`src/rtl/core_pkg.sv`:
```
// rtl/core_pkg.sv - shared types and constants for the instruction fetch path
package core_pkg;

    localparam logic [31:0] RESET_PC_DEFAULT = 32'h0000_0000;
    localparam logic [31:0] NOP_INSTR        = 32'h0000_0013;

    typedef struct packed {
        logic [31:0] pc;
        logic [31:0] instr;
    } if_entry_t;

    typedef enum logic {
        ST_IDLE,
        ST_RUN
    } fetch_state_e;

    function automatic logic [31:0] align_word(input logic [31:0] addr);
        return {addr[31:2], 2'b00};
    endfunction

endpackage

```
`src/rtl/fetch_fifo.sv`:
```
// rtl/fetch_fifo.sv - small synchronous FIFO with flush and occupancy count
module fetch_fifo
    import core_pkg::*;
#(
    parameter int  DEPTH = 2,
    parameter type T     = if_entry_t
) (
    input  logic                       i_clk,
    input  logic                       i_rst_n,
    input  logic                       i_flush,
    input  logic                       i_push,
    input  T                           i_push_data,
    input  logic                       i_pop,
    output T                           o_head,
    output logic [$clog2(DEPTH+1)-1:0] o_count
);

    localparam int CNT_W = $clog2(DEPTH + 1);
    localparam int PTR_W = (DEPTH > 1) ? $clog2(DEPTH) : 1;

    T                 mem_q [DEPTH];
    T                 mem_d [DEPTH];
    logic [PTR_W-1:0] rd_ptr_q, rd_ptr_d;
    logic [PTR_W-1:0] wr_ptr_q, wr_ptr_d;
    logic [CNT_W-1:0] count_q, count_d;
    logic             do_push, do_pop;

    function automatic logic [PTR_W-1:0] ptr_inc(input logic [PTR_W-1:0] p);
        return (p == PTR_W'(DEPTH - 1)) ? '0 : p + 1'b1;
    endfunction

    always_comb begin
        mem_d    = mem_q;
        rd_ptr_d = rd_ptr_q;
        wr_ptr_d = wr_ptr_q;
        count_d  = count_q;
        do_pop   = i_pop && (count_q != '0);
        // a full FIFO still takes a push when the head leaves in the same cycle
        do_push  = i_push && ((count_q != CNT_W'(DEPTH)) || do_pop);
        if (i_flush) begin
            rd_ptr_d = '0;
            wr_ptr_d = '0;
            count_d  = '0;
        end else begin
            if (do_push) begin
                mem_d[wr_ptr_q] = i_push_data;
                wr_ptr_d        = ptr_inc(wr_ptr_q);
            end
            if (do_pop) begin
                rd_ptr_d = ptr_inc(rd_ptr_q);
            end
            count_d = count_q + CNT_W'(do_push) - CNT_W'(do_pop);
        end
    end

    always_ff @(posedge i_clk or negedge i_rst_n) begin
        if (!i_rst_n) begin
            rd_ptr_q <= '0;
            wr_ptr_q <= '0;
            count_q  <= '0;
        end else begin
            rd_ptr_q <= rd_ptr_d;
            wr_ptr_q <= wr_ptr_d;
            count_q  <= count_d;
        end
    end

    always_ff @(posedge i_clk) begin
        mem_q <= mem_d;
    end

    assign o_head  = mem_q[rd_ptr_q];
    assign o_count = count_q;

endmodule

```
`src/rtl/fetch_unit.sv`:
```
// rtl/fetch_unit.sv - instruction fetch: imem request issue, response buffering, redirect and drop
module fetch_unit
    import core_pkg::*;
#(
    parameter logic [31:0] RESET_PC = RESET_PC_DEFAULT,
    parameter int          DEPTH    = 2
) (
    input  logic        i_clk,
    input  logic        i_rst_n,
    input  logic        i_redirect,
    input  logic [31:0] i_redirect_pc,
    output logic        o_imem_req_vld,
    output logic [31:0] o_imem_addr,
    input  logic        i_imem_req_rdy,
    input  logic        i_imem_rsp_vld,
    input  logic [31:0] i_imem_rsp_data,
    output logic        o_if_vld,
    output logic [31:0] o_if_pc,
    output logic [31:0] o_if_instr,
    input  logic        i_id_rdy,
    output logic        o_redirect_misalign
);

    localparam int CNT_W = $clog2(DEPTH + 1);
    localparam int OUT_W = CNT_W + 1;

    fetch_state_e     state_q, state_d;
    logic [31:0]      fetch_pc_q, fetch_pc_d;
    logic [CNT_W-1:0] drop_cnt_q, drop_cnt_d;
    logic             misalign_q, misalign_d;

    logic [CNT_W-1:0] pcq_count, buf_count;
    logic [31:0]      pcq_head;
    if_entry_t        buf_head, buf_push_data;
    logic [OUT_W-1:0] outstanding;
    logic             req_fire, rsp_ok, rsp_keep, buf_pop;

    // in-flight = responses still to be dropped plus PCs waiting for their word
    assign outstanding = OUT_W'(drop_cnt_q) + OUT_W'(pcq_count);

    always_comb begin
        o_imem_req_vld = (state_q == ST_RUN) && !i_redirect &&
                         ((outstanding + OUT_W'(buf_count)) < OUT_W'(DEPTH));
        req_fire       = o_imem_req_vld && i_imem_req_rdy;
        rsp_ok         = i_imem_rsp_vld && (outstanding != '0);
        rsp_keep       = rsp_ok && (drop_cnt_q == '0) && !i_redirect;
        buf_pop        = o_if_vld && i_id_rdy;
        buf_push_data  = '{pc: pcq_head, instr: i_imem_rsp_data};
    end

    always_comb begin
        state_d    = ST_RUN;
        fetch_pc_d = fetch_pc_q;
        drop_cnt_d = drop_cnt_q;
        misalign_d = i_redirect && (i_redirect_pc[1:0] != 2'b00);
        if (i_redirect) begin
            fetch_pc_d = align_word(i_redirect_pc);
            // everything still in flight becomes stale, minus a response landing now
            drop_cnt_d = drop_cnt_q + pcq_count - CNT_W'(rsp_ok);
        end else begin
            if (req_fire) begin
                fetch_pc_d = fetch_pc_q + 32'd4;
            end
            if (rsp_ok && (drop_cnt_q != '0)) begin
                drop_cnt_d = drop_cnt_q - 1'b1;
            end
        end
    end

    always_ff @(posedge i_clk or negedge i_rst_n) begin
        if (!i_rst_n) begin
            state_q    <= ST_IDLE;
            fetch_pc_q <= RESET_PC;
            drop_cnt_q <= '0;
            misalign_q <= 1'b0;
        end else begin
            state_q    <= state_d;
            fetch_pc_q <= fetch_pc_d;
            drop_cnt_q <= drop_cnt_d;
            misalign_q <= misalign_d;
        end
    end

    fetch_fifo #(.DEPTH(DEPTH), .T(logic [31:0])) u_pc_queue (
        .i_clk       (i_clk),
        .i_rst_n     (i_rst_n),
        .i_flush     (i_redirect),
        .i_push      (req_fire),
        .i_push_data (fetch_pc_q),
        .i_pop       (rsp_keep),
        .o_head      (pcq_head),
        .o_count     (pcq_count)
    );

    fetch_fifo #(.DEPTH(DEPTH), .T(if_entry_t)) u_if_buf (
        .i_clk       (i_clk),
        .i_rst_n     (i_rst_n),
        .i_flush     (i_redirect),
        .i_push      (rsp_keep),
        .i_push_data (buf_push_data),
        .i_pop       (buf_pop),
        .o_head      (buf_head),
        .o_count     (buf_count)
    );

    assign o_imem_addr         = fetch_pc_q;
    assign o_if_vld            = (buf_count != '0);
    assign o_if_pc             = o_if_vld ? buf_head.pc : 32'h0;
    assign o_if_instr          = o_if_vld ? buf_head.instr : NOP_INSTR;
    assign o_redirect_misalign = misalign_q;

    rsp_without_request: assert property (@(posedge i_clk) disable iff (!i_rst_n)
        !(i_imem_rsp_vld && (outstanding == '0)));

endmodule
```
`config.mk`:
```
export PLATFORM = sky130hd
export DESIGN_NAME = fetch_unit
export DESIGN_NICKNAME = d
export VERILOG_FILES = /design/src/rtl/core_pkg.sv /design/src/rtl/fetch_fifo.sv /design/src/rtl/fetch_unit.sv
export SDC_FILE = /design/constraint.sdc
export NUM_CORES = 1
export LEC_CHECK = 0
export CAP_MARGIN = 10
export CORE_MARGIN = 2
export CORE_UTILIZATION = 65
export CTS_BUF_LIST = sky130_fd_sc_hd__clkbuf_4 sky130_fd_sc_hd__clkbuf_8
export DETAILED_ROUTE_END_ITERATION = 8
export DONT_BUFFER_PORTS = 1
export GPL_TIMING_DRIVEN = 0
export PLACE_DENSITY_LB_ADDON = 0.12
export SYNTH_ARGS = -nofsm -noshare
export SYNTH_HDL_FRONTEND = slang
export SYNTH_HIERARCHICAL = 1
export SYNTH_SLANG_ARGS = --single-unit
```
`constraint.sdc`:
```
create_clock -name i_clk -period 16.25 [get_ports i_clk]
set_input_delay 0.8125 -clock i_clk [delete_from_list [all_inputs] [get_ports i_clk]]
set_output_delay 0.8125 -clock i_clk [all_outputs]
set_load 0.005 [all_outputs]
```
Yosys cells after proc, flatten, opt, wreduce, memory -nomap -nowiden
Cells that the tools add are included.

Bitwise gates (word level): 5. Multiplexer cells: 32. Equality and inequality tests: 2. $lt $le $gt $ge: 7. Add/sub/neg operators: 14. Reduce and logical (&&, ||, !) cells: 32.

Operators with widths (count): $mux W32 (8); $mux W64 (4); $bwmux W128 (1); $bwmux W64 (1); $demux W64 S1 (1); $add A32 B3 Y32 const B (1); $demux W32 S1 (1); $reduce_bool A2 Y1 (10); $logic_and A1 B1 Y1 (15); $mux W1 (12); $ge A2 B2 Y1 const B (4); $mux W2 (4); $not A1 Y2 (4); $sub A2 B1 Y2 (3); $add A1 B1 Y1 const B (4); $add A2 B1 Y2 (2); $lt A2 B1 Y1 const B (2); $ne A2 B2 Y1 const B (2); $reduce_and A2 Y1 (2); $add A2 B2 Y3 (1); $add A3 B2 Y3 (1); $lt A3 B2 Y1 const B (1); $reduce_bool A3 Y1 (1); $add A2 B2 Y2 (1); 5 further kinds (6).

Flip-flop bits (word level): 236. Output and inout port bits: 99. Logic and storage cells: 108. Input port bits: 70.

Depth between registers and ports, before layout
Gate-level depths: netlist (run 1).

Word-level depth: 11. Depth in mapped cells: 17. Depth with buffers taken out: 14.

By module
Netlist (run 1), hierarchy kept.

By module, submodules not included: fetch_fifo at u_if_buf (cells each 220, area an instance 4870.9 um^2, times used 1, sequential area each 3943.8 um^2); fetch_unit (cells each 343, area an instance 2751.4 um^2, times used 1, sequential area each 850.8 um^2); fetch_fifo at u_pc_queue (cells each 121, area an instance 2541.2 um^2, times used 1, sequential area each 2021.9 um^2).

Worst setup path before layout (run 1)
Ideal clock, no wire load.

Path type: reg-to-reg. From: reg u_pc_queue.count_q[0], in the netlist u_pc_queue/o_count[0]. To: reg u_if_buf/mem_q[0] (netlist name) (enable). Required time: 15.672 ns. Clock period less this slack: 6.997 ns. Arrival time: 6.419 ns. Path slack: 9.253 ns. Buffers on the path: 0. Cell stages (with the launch flop): 10. Library setup time: 0.578 ns. Path through: dfrtp_1 ha_1 inv_1 fa_1 nand2_1 o21ai_0 inv_1 and3_1 o31ai_4 nor3b_1.

Cells in the longest elaborated chain, start to end: 7.

RTL lines: start: declaration (RTL line fetch_fifo.sv:25) `logic [CNT_W-1:0] count_q, count_d;`; start signal: assignment (RTL line fetch_fifo.sv:64) `count_q <= count_d;`; $add A2 B2 Y3 (RTL line fetch_unit.sv:39) `assign outstanding = OUT_W'(drop_cnt_q) + OUT_W'(pcq_count);`; $reduce_bool A3 Y1 (RTL line fetch_unit.sv:45) `rsp_ok = i_imem_rsp_vld && (outstanding != '0);`; $logic_and A1 B1 Y1 (RTL line fetch_unit.sv:45); $logic_and A1 B1 Y1 (2 in series) (RTL line fetch_unit.sv:46) `rsp_keep = rsp_ok && (drop_cnt_q == '0) && !i_redirect;`; named net rsp_keep (RTL line fetch_unit.sv:36) `logic req_fire, rsp_ok, rsp_keep, buf_pop;`; $logic_and A1 B1 Y1 (RTL line fetch_fifo.sv:39) `do_push = i_push && ((count_q != CNT_W'(DEPTH)) || do_pop);`; $reduce_and A2 Y1 (no source line); end signal: assignment (RTL line fetch_fifo.sv:69) `mem_q <= mem_d;`; end: declaration (RTL line fetch_fifo.sv:21) `T mem_q [DEPTH];`.

The timed path passes the listed nets, and every way through them passes these cells. A chain may end at the register's enable or synchronous reset.

Worst setup path after layout (run 1)
From: reg u_pc_queue.count_q[0], in the netlist u_pc_queue/o_count[0]. To: reg u_pc_queue/mem_q[30] (netlist name) (enable).

Elaborated cells on any way between the ends: 15. Classes of those cells: add/sub: 2; order compare: 1; eq/ne: 1; reduce/logical: 11.

RTL lines: $add A2 B2 Y3 (RTL line fetch_unit.sv:39); $add A3 B2 Y3 (RTL line fetch_unit.sv:43) `((outstanding + OUT_W'(buf_count)) < OUT_W'(DEPTH));`; $lt A3 B2 Y1 (RTL line fetch_unit.sv:43); $logic_and A1 B1 Y1 (RTL line fetch_unit.sv:42) `o_imem_req_vld = (state_q == ST_RUN) && !i_redirect &&`; $logic_and A1 B1 Y1 (RTL line fetch_unit.sv:44) `req_fire = o_imem_req_vld && i_imem_req_rdy;`; named net req_fire (RTL line fetch_unit.sv:36); $logic_and A1 B1 Y1 (RTL line fetch_fifo.sv:39); $reduce_and A2 Y1 (no source line); end signal: assignment (RTL line fetch_fifo.sv:69); end: declaration (RTL line fetch_fifo.sv:21).

The timed path passes the listed nets, and every way through them passes these cells.

==> impl_metrics.csv, run 1 <==
group,metric,value,unit
outcome,outcome,"finished, final reports clean",
clock_tree,numClockSinks,234,
setup_path,path_cells,"ha_1 > inv_1 > fa_1 > inv_1 > fa_1 > nand4bb_1 > or2_1 > buf_6 > clkinv_2 > buf_6 > buf_4 > o31ai_4 > nor3b_2 > buf_6 > buf_6 > buf_6",
setup_path,critPathLaunch,"u_pc_queue/o_count[0]",
synth,synth_flop_cell,"edfxtp_1",
timing,drv_slew,0,
route,drt-initial-drc-count,557,
synth,synthCells,684,
floorplanning,dieArea,0.01665,mm^2
worst_hold_path,hp-class,"in2async",
route,drc_errors,0,
synth,synth-edff-count,192,
synth,syn_area,0.01016,mm^2
layout,multi_input_comb_area,0.003097,mm^2
setup_path,worstSetupPathType,"reg2reg",
power_and_ir_drop,powerDensity,123.5,mW/mm^2
setup_path,path_buf_inv,9,
floorplanning,num_rows,45,
floorplanning,die_width,129.0,um
floorplanning,coreArea,0.01526,mm^2
synth,ys_ff_latch,234,
timing,clock_skew,0.02253,ns
layout,design_area,0.01148,mm^2
route,vias,5856,
timing,relSlewSlack,0.4065,
flow_run,maxCapViolCount,0,
setup_path,end_kind,"flip-flop",
global_routing,grt_pass1_wl,34.06,mm
global_routing,grt_max_degree,43,
setup_path,crit_top_cell,"buf_6",
route,vias_per_cell,5.976,
route,drt-wirelength-per-cell,22.68,um
synth,ys_warn_count,6,
timing,fin_crit,4.287,ns
power_and_ir_drop,power.leakage,0.004118,uW
route,antenna_left,0,
layout,regArea,0.006817,mm^2
clock_tree,cts_buffers,39,
timing,fin_crit_sh,0.2638,
setup_path,reg2regPathDepth,16,
setup_path,reg2reg_from,"u_pc_queue/o_count[0]",
floorplanning,start_util,0.6661,
synth,synth_area_per_cell,14.86,um^2
power_and_ir_drop,ir_drop,96.75,uV
global_routing,gr-usage-all-layers,0.2753,
layout,n_antenna_cell,0,
setup_path,slowest_stage,"fa_1",
setup_path,cp_max_fo,11,
setup_path,timing.rr.end,"u_pc_queue/mem_q[30]",
floorplanning,boundaryPins,169,
placement,dp_hpwl,15.53,mm
power_and_ir_drop,finalPower,1418,uW
global_routing,antenna_found_initial,0,
global_routing,grt_pass1_vias,6201,
layout,area_growth_syn_to_layout,12.98,%
clock_tree,htree_levels,2,
layout,drive_gt1_frac,0.2133,
setup_path,critPathLaunchType,"flip-flop",
setup_path,path_delay_family,"buffers and inverters",
layout,finalNetCount,829,
timing,setup_viol,0,
setup_path,slowest_delay,0.50,ns
timing,clock.fmax,233.3,MHz
synth,ys_seq_area_frac,0.6707,
route,routed_wl,22.22,mm
layout,utilization,0.7525,
synth,asyncSetResetFlopFracSynth,0.1795,
setup_path,arrival,4.50,ns
clock_tree,worstSkewPairLatency,0.53,ns
layout,n_fill_cell,950,
clock_tree,postCtsSetupBuffers,0,
clock_tree,clk_path_buf_depth,3,
timing,hold_viol,0,
timing,finalSetupTns,0,ns
setup_path,r2r_slack,11.96,ns
setup_path,cp_data_required_time,16.47,ns
placement,placement.io_buffers,0,
clock_tree,path_clk_slew,0.06,ns
placement,gp_congestion,0.9328,
route,dr.pass1.iters,5,
clock_tree,cts_tree,"built",
floorplanning,die_h,129.0,um
placement,placed_cell_area,0.01065,mm^2
setup_path,endpoint,"u_pc_queue/mem_q[30]",
timing,worstMarginPinSlew,0.8864,ns
global_routing,overflow,0,
clock_tree,clockRootBuffer,"clkbuf_8",
timing,rsz0062_at_grt,"no",
synth,yosysUniqueCellTypes,62,
setup_path,cp_num_cells,16,
-- where the power goes --
group	switching, uW	internal [uW]	total (uW)
clock network	220	313	533
registers	40.9	687	728
logic	92.1	64.8	157
-- worst register-to-register path, delay by kind of cell (launching register included) --
kind / cells / cell delay, ns
buffers and inverters: 9 / 1.29
adder cells (fa/ha/maj): 3 / 1.17
AND/OR/NAND/NOR: 3 / 0.90
flip-flops: 1 / 0.48
AO/OA/AOI/OAI: 1 / 0.13
-- final cells by class --
cell class | instances | share of cell area
buffer | 35 | 0.01852
clock buffer | 53 | 0.05808
clock inverter | 10 | 0.01166
inverter | 20 | 0.006647
multi-input combinational | 400 | 0.2697
sequential | 234 | 0.5937
tap | 211 | 0.02299
timing repair buffer | 17 | 0.01874
-- worst min path at each step --
| stage | from | end | slack (ns) | cells past startpoint |
|---|---|---|---|---|
| final | i_rst_n | o_imem_addr[6] | 0.12 | 1 |
| after global routing | i_rst_n | u_if_buf/rd_ptr_q | 0.11 | 1 |
| after CTS | i_rst_n | u_pc_queue/o_count[1] | 0.10 | 1 |
| after detailed placement | i_rst_n | drop_cnt_q[0] | 0.52 | 0 |
| after global placement | i_rst_n | drop_cnt_q[0] | 0.52 | 0 |
| after floorplan | o_imem_addr[10] | u_pc_queue/mem_q[10] | 0.48 | 0 |
-- per-layer routing --
layer,vias to the layer above,wire length (um),GRT usage
li1,2676,-,-
met1,2889,8418,0.3291
met2,248,10900,0.4525
met3,43,2270,0.1127
met4,0,631,0.1049
met5,-,0,0
-- through the flow --
step	setup slack (ns)	cells	hold WS, ns
final	11.96	980	0.1186
after global routing	11.79	980	0.1140
after CTS	11.98	980	0.1029
after detailed placement	12.03	916	0.5181
after global placement	6.778	900	0.5181
after floorplan	9.253	689	0.4813
-- cell usage after synthesis, drive strengths merged, types with 2 or more instances --
master,n,area [um^2]
o21ai,22,110.1
fa,2,40.04
o31a,3,26.28
o31ai,3,50.05
and2,67,420.4
o311ai,9,86.34
a21oi,3,15.01
buf,19,152.7
or2,2,12.52
a31oi,4,25.02
nand2b,3,18.77
a221o,6,60.06
or4,4,33.78
a21o,2,15.01
nand3,20,112.6
nor3b,2,15.01
o211ai,6,45.04
a22oi,2,15.01
xnor2,8,70.07
edfxtp,192,5766
nor3,10,66.32
and3,4,26.28
inv,19,71.32
mux2,100,1134
nand2,39,146.4
or3,3,18.77
nor4,3,18.77
dfrtp,42,1051
ha,10,125.1
o21a,2,16.27
nand4,10,75.07
xor2,3,26.28
nor2,25,93.84
conb,2,7.510
nor2b,4,25.02
a32oi,4,35.03
clkbuf,16,60.06
-- cells by family after synthesis --
| kind of cell | Yosys count | share of synthesized area |
|---|---|---|
| DFF | 234 | 0.6707 |
| and+or+nand+nor | 199 | 0.1093 |
| muxes | 101 | 0.1125 |
| AOI/OAI and AO/OA | 70 | 0.05257 |
| buffers and inverters | 55 | 0.02844 |
| adders and majority gates | 12 | 0.01625 |
| xor gates and xnor gates | 11 | 0.009480 |
| other | 2 | 0.0007389 |
-- state kept, by name, indices dropped and copies added, names as in the netlist --
signal               count
o_imem_addr             30
u_if_buf/mem_q         128
u_pc_queue/wr_ptr_q      1
u_if_buf/rd_ptr_q        1
u_pc_queue/mem_q        64
u_pc_queue/rd_ptr_q      1
u_if_buf/o_count         2
state_q                  1
u_pc_queue/o_count       2
o_redirect_misalign      1
u_if_buf/wr_ptr_q        1
drop_cnt_q               2
-- repair_timing --
item | 4_1_cts | 5_1_grt
endpoints found under the setup margin | 0 | 0
endpoints found under the hold margin | 42 | 0
resized for setup | 0 | 0
hold buffers | 1 | 0
-- placed cells by master (no fill, tap or decap), types with 4 or more instances in the layout --
cell type,synthesis,routed
a221o_1,6,6
a31oi_1,4,4
a32oi_1,4,4
and2_1,66,66
buf_2,8,8
buf_6,8,22
clkbuf_1,16,16
clkbuf_4,0,10
clkbuf_8,0,43
clkinv_2,1,4
conb_1,2,7
dfrtp_1,42,42
edfxtp_1,192,192
ha_1,10,10
inv_1,17,17
mux2_1,55,55
mux2_2,43,43
nand2_1,39,39
nand3_1,19,19
nand4_1,8,8
nor2_1,25,25
nor2b_1,4,4
nor3_1,8,6
o211ai_1,6,6
o21ai_0,22,22
o311ai_0,8,8
xnor2_1,8,8
Note: power is estimated with default switching activity, not from simulation.
==> run 2: changes to the inputs <==
CORE_UTILIZATION = 60   (was 65)
clock period = 3.55 ns   (was 16.25 ns; I/O delays follow)
==> impl_metrics.csv, run 2 (synthesized netlist as in run 1, its figures left out) <==
group,metric,value,unit
clock_tree,worstSkewPairLatency,0.53,ns
layout,largest_register_ffs,128,
clock_tree,clk_path_buf_depth,3,
global_routing,top_usage_layer,"met2",
power_and_ir_drop,finalPower,6445,uW
timing,clock_skew,0.02481,ns
setup_path,end_kind,"flip-flop",
clock_tree,path_clk_slew,0.06,ns
layout,design_area,0.01225,mm^2
global_routing,use_met2,0.4350,
setup_path,worstSetupPathType,"reg2reg",
route,vias,6241,
placement,placement.io_buffers,0,
layout,drive_gt1_frac,0.2019,
layout,area_growth_syn_to_layout,20.52,%
global_routing,grt_max_degree,43,
placement,placed_cell_area,0.01070,mm^2
global_routing,use_met1,0.3317,
clock_tree,htree_levels,2,
route,drt-wirelength-per-cell,21.88,um
outcome,outcome,"finished, final reports clean",
route,antenna_left,0,
setup_path,reg2reg_from,"drop_cnt_q[0]",
global_routing,grt_pass1_wl,35.63,mm
route,vias_per_cell,5.871,
timing,rsz0062_at_grt,"no",
timing,fin_crit,3.428,ns
layout,finalNetCount,898,
timing,fin_crit_sh,0.9657,
clock_tree,cts_tree,"built",
route,dr.pass1.iters,6,
floorplanning,die_h,134.2,um
floorplanning,start_util,0.6129,
floorplanning,boundaryPins,169,
global_routing,grt_pass1_vias,6571,
setup_path,critPathLaunchType,"flip-flop",
clock_tree,numClockSinks,234,
worst_hold_path,hp-class,"in2reg",
timing,hold_viol,0,
layout,regMostFlops,"u_if_buf/mem_q",
flow_run,maxCapViolCount,0,
timing,relSlewSlack,0.3651,
clock_tree,clockRootBuffer,"clkbuf_8",
global_routing,gr-usage-all-layers,0.2594,
floorplanning,num_rows,47,
setup_path,arrival,3.65,ns
floorplanning,coreArea,0.01658,mm^2
clock_tree,cts_buffers,38,
setup_path,critPathLaunch,"drop_cnt_q[0]",
floorplanning,dieArea,0.01800,mm^2
route,routed_wl,23.26,mm
global_routing,overflow,0,
route,drt-initial-drc-count,565,
global_routing,antenna_found_initial,0,
setup_path,cp_data_required_time,3.77,ns
timing,worstMarginPinSlew,0.9493,ns
layout,final_cell_mix,"edfxtp_1 (192), dlygate4sd3_1 (67), and2_1 (66)",
timing,setup_viol,0,
placement,dp_hpwl,15.58,mm
route,drc_errors,0,
worst_hold_path,min_from,"i_redirect",
setup_path,cp_max_fo,13,
floorplanning,die_width,134.2,um
layout,n_fill_cell,1093,
global_routing,use_met3,0.07559,
placement,gp_congestion,0.9236,
power_and_ir_drop,ir_drop,355.2,uV
power_and_ir_drop,power.leakage,0.004429,uW
timing,drv_slew,0,
layout,final_common_cell,"edfxtp_1",
timing,clock.fmax,291.7,MHz
power_and_ir_drop,powerDensity,526.2,mW/mm^2
[run 2: what timing repair did]
action                                 CTS  global route
endpoints found under the hold margin  182             0
gates resized for setup                  6             2
buffers inserted                        10             1
pin swaps                                2             3
hold buffers                            68             0
setup endpoints to repair               68            47
[run 2: path summary, 6_finish.rpt]
check,end,slack (ns),cells after the start
worst max-delay path,u_pc_queue/mem_q[26],0.12,14
worst min-delay path,o_redirect_misalign,0.04,3
worst max register to register,u_pc_queue/mem_q[26],0.12,14
worst min register to register,u_if_buf/mem_q[121],0.56,1
max in group asynchronous,o_imem_addr[26],3.16,2
min in group asynchronous,u_pc_queue/wr_ptr_q,0.16,2
[run 2: final cells by class]
class                      count  area, um^2  area share
sequential                   234        6819      0.5567
multi-input combinational    400        3143      0.2566
inverter                      20       76.32    0.006231
timing repair buffer          88       983.4     0.08029
tap                          220       275.3     0.02247
clock buffer                  54       649.4     0.05301
clock inverter                12       85.08    0.006946
buffer                        34       215.2     0.01757
antenna                        1       2.502   0.0002043
[run 2: stage by stage]
stage / cells / setup TNS [ns] / utilization / setup slack [ns] / hold slack [ns]
detailed placement: 918 / -37.21 / 0.6450 / -0.7427 / -0.1168
global placement: 909 / -207.22 / 0.6338 / -1.229 / -0.1167
finish: 1063 / 0 / 0.7386 / 0.1219 / 0.04337
floorplan: 689 / -32.13 / - / -0.3264 / -0.1181
global route: 1062 / 0 / 0.7385 / 0.004167 / 0.06376
CTS: 1061 / 0 / 0.7380 / 0.08373 / 0.01562
[run 2: routing by layer]
metal / part of all wire / vias up
li1: - / 2823
met5: 0 / -
met3: 0.086 / 38
met1: 0.40 / 3105
met2: 0.49 / 275
met4: 0.017 / 0
[run 2: power breakdown]
part	total [uW]	internal [uW]	switching, uW
clock network	2270	1250	1010
registers	3340	3150	191
logic	844	381	463
total	6450	4780	1670
[run 2: critical path, cell delays in order (launching register included)]
cell	delay, ns
dfrtp_1	0.40
ha_1	0.20
inv_1	0.06
fa_1	0.43
inv_1	0.09
fa_1	0.45
nand4bb_4	0.24
or2_1	0.25
buf_6	0.14
clkinv_2	0.06
buf_12	0.10
o31ai_4	0.10
nor3b_4	0.28
buf_8	0.17
buf_12	0.15
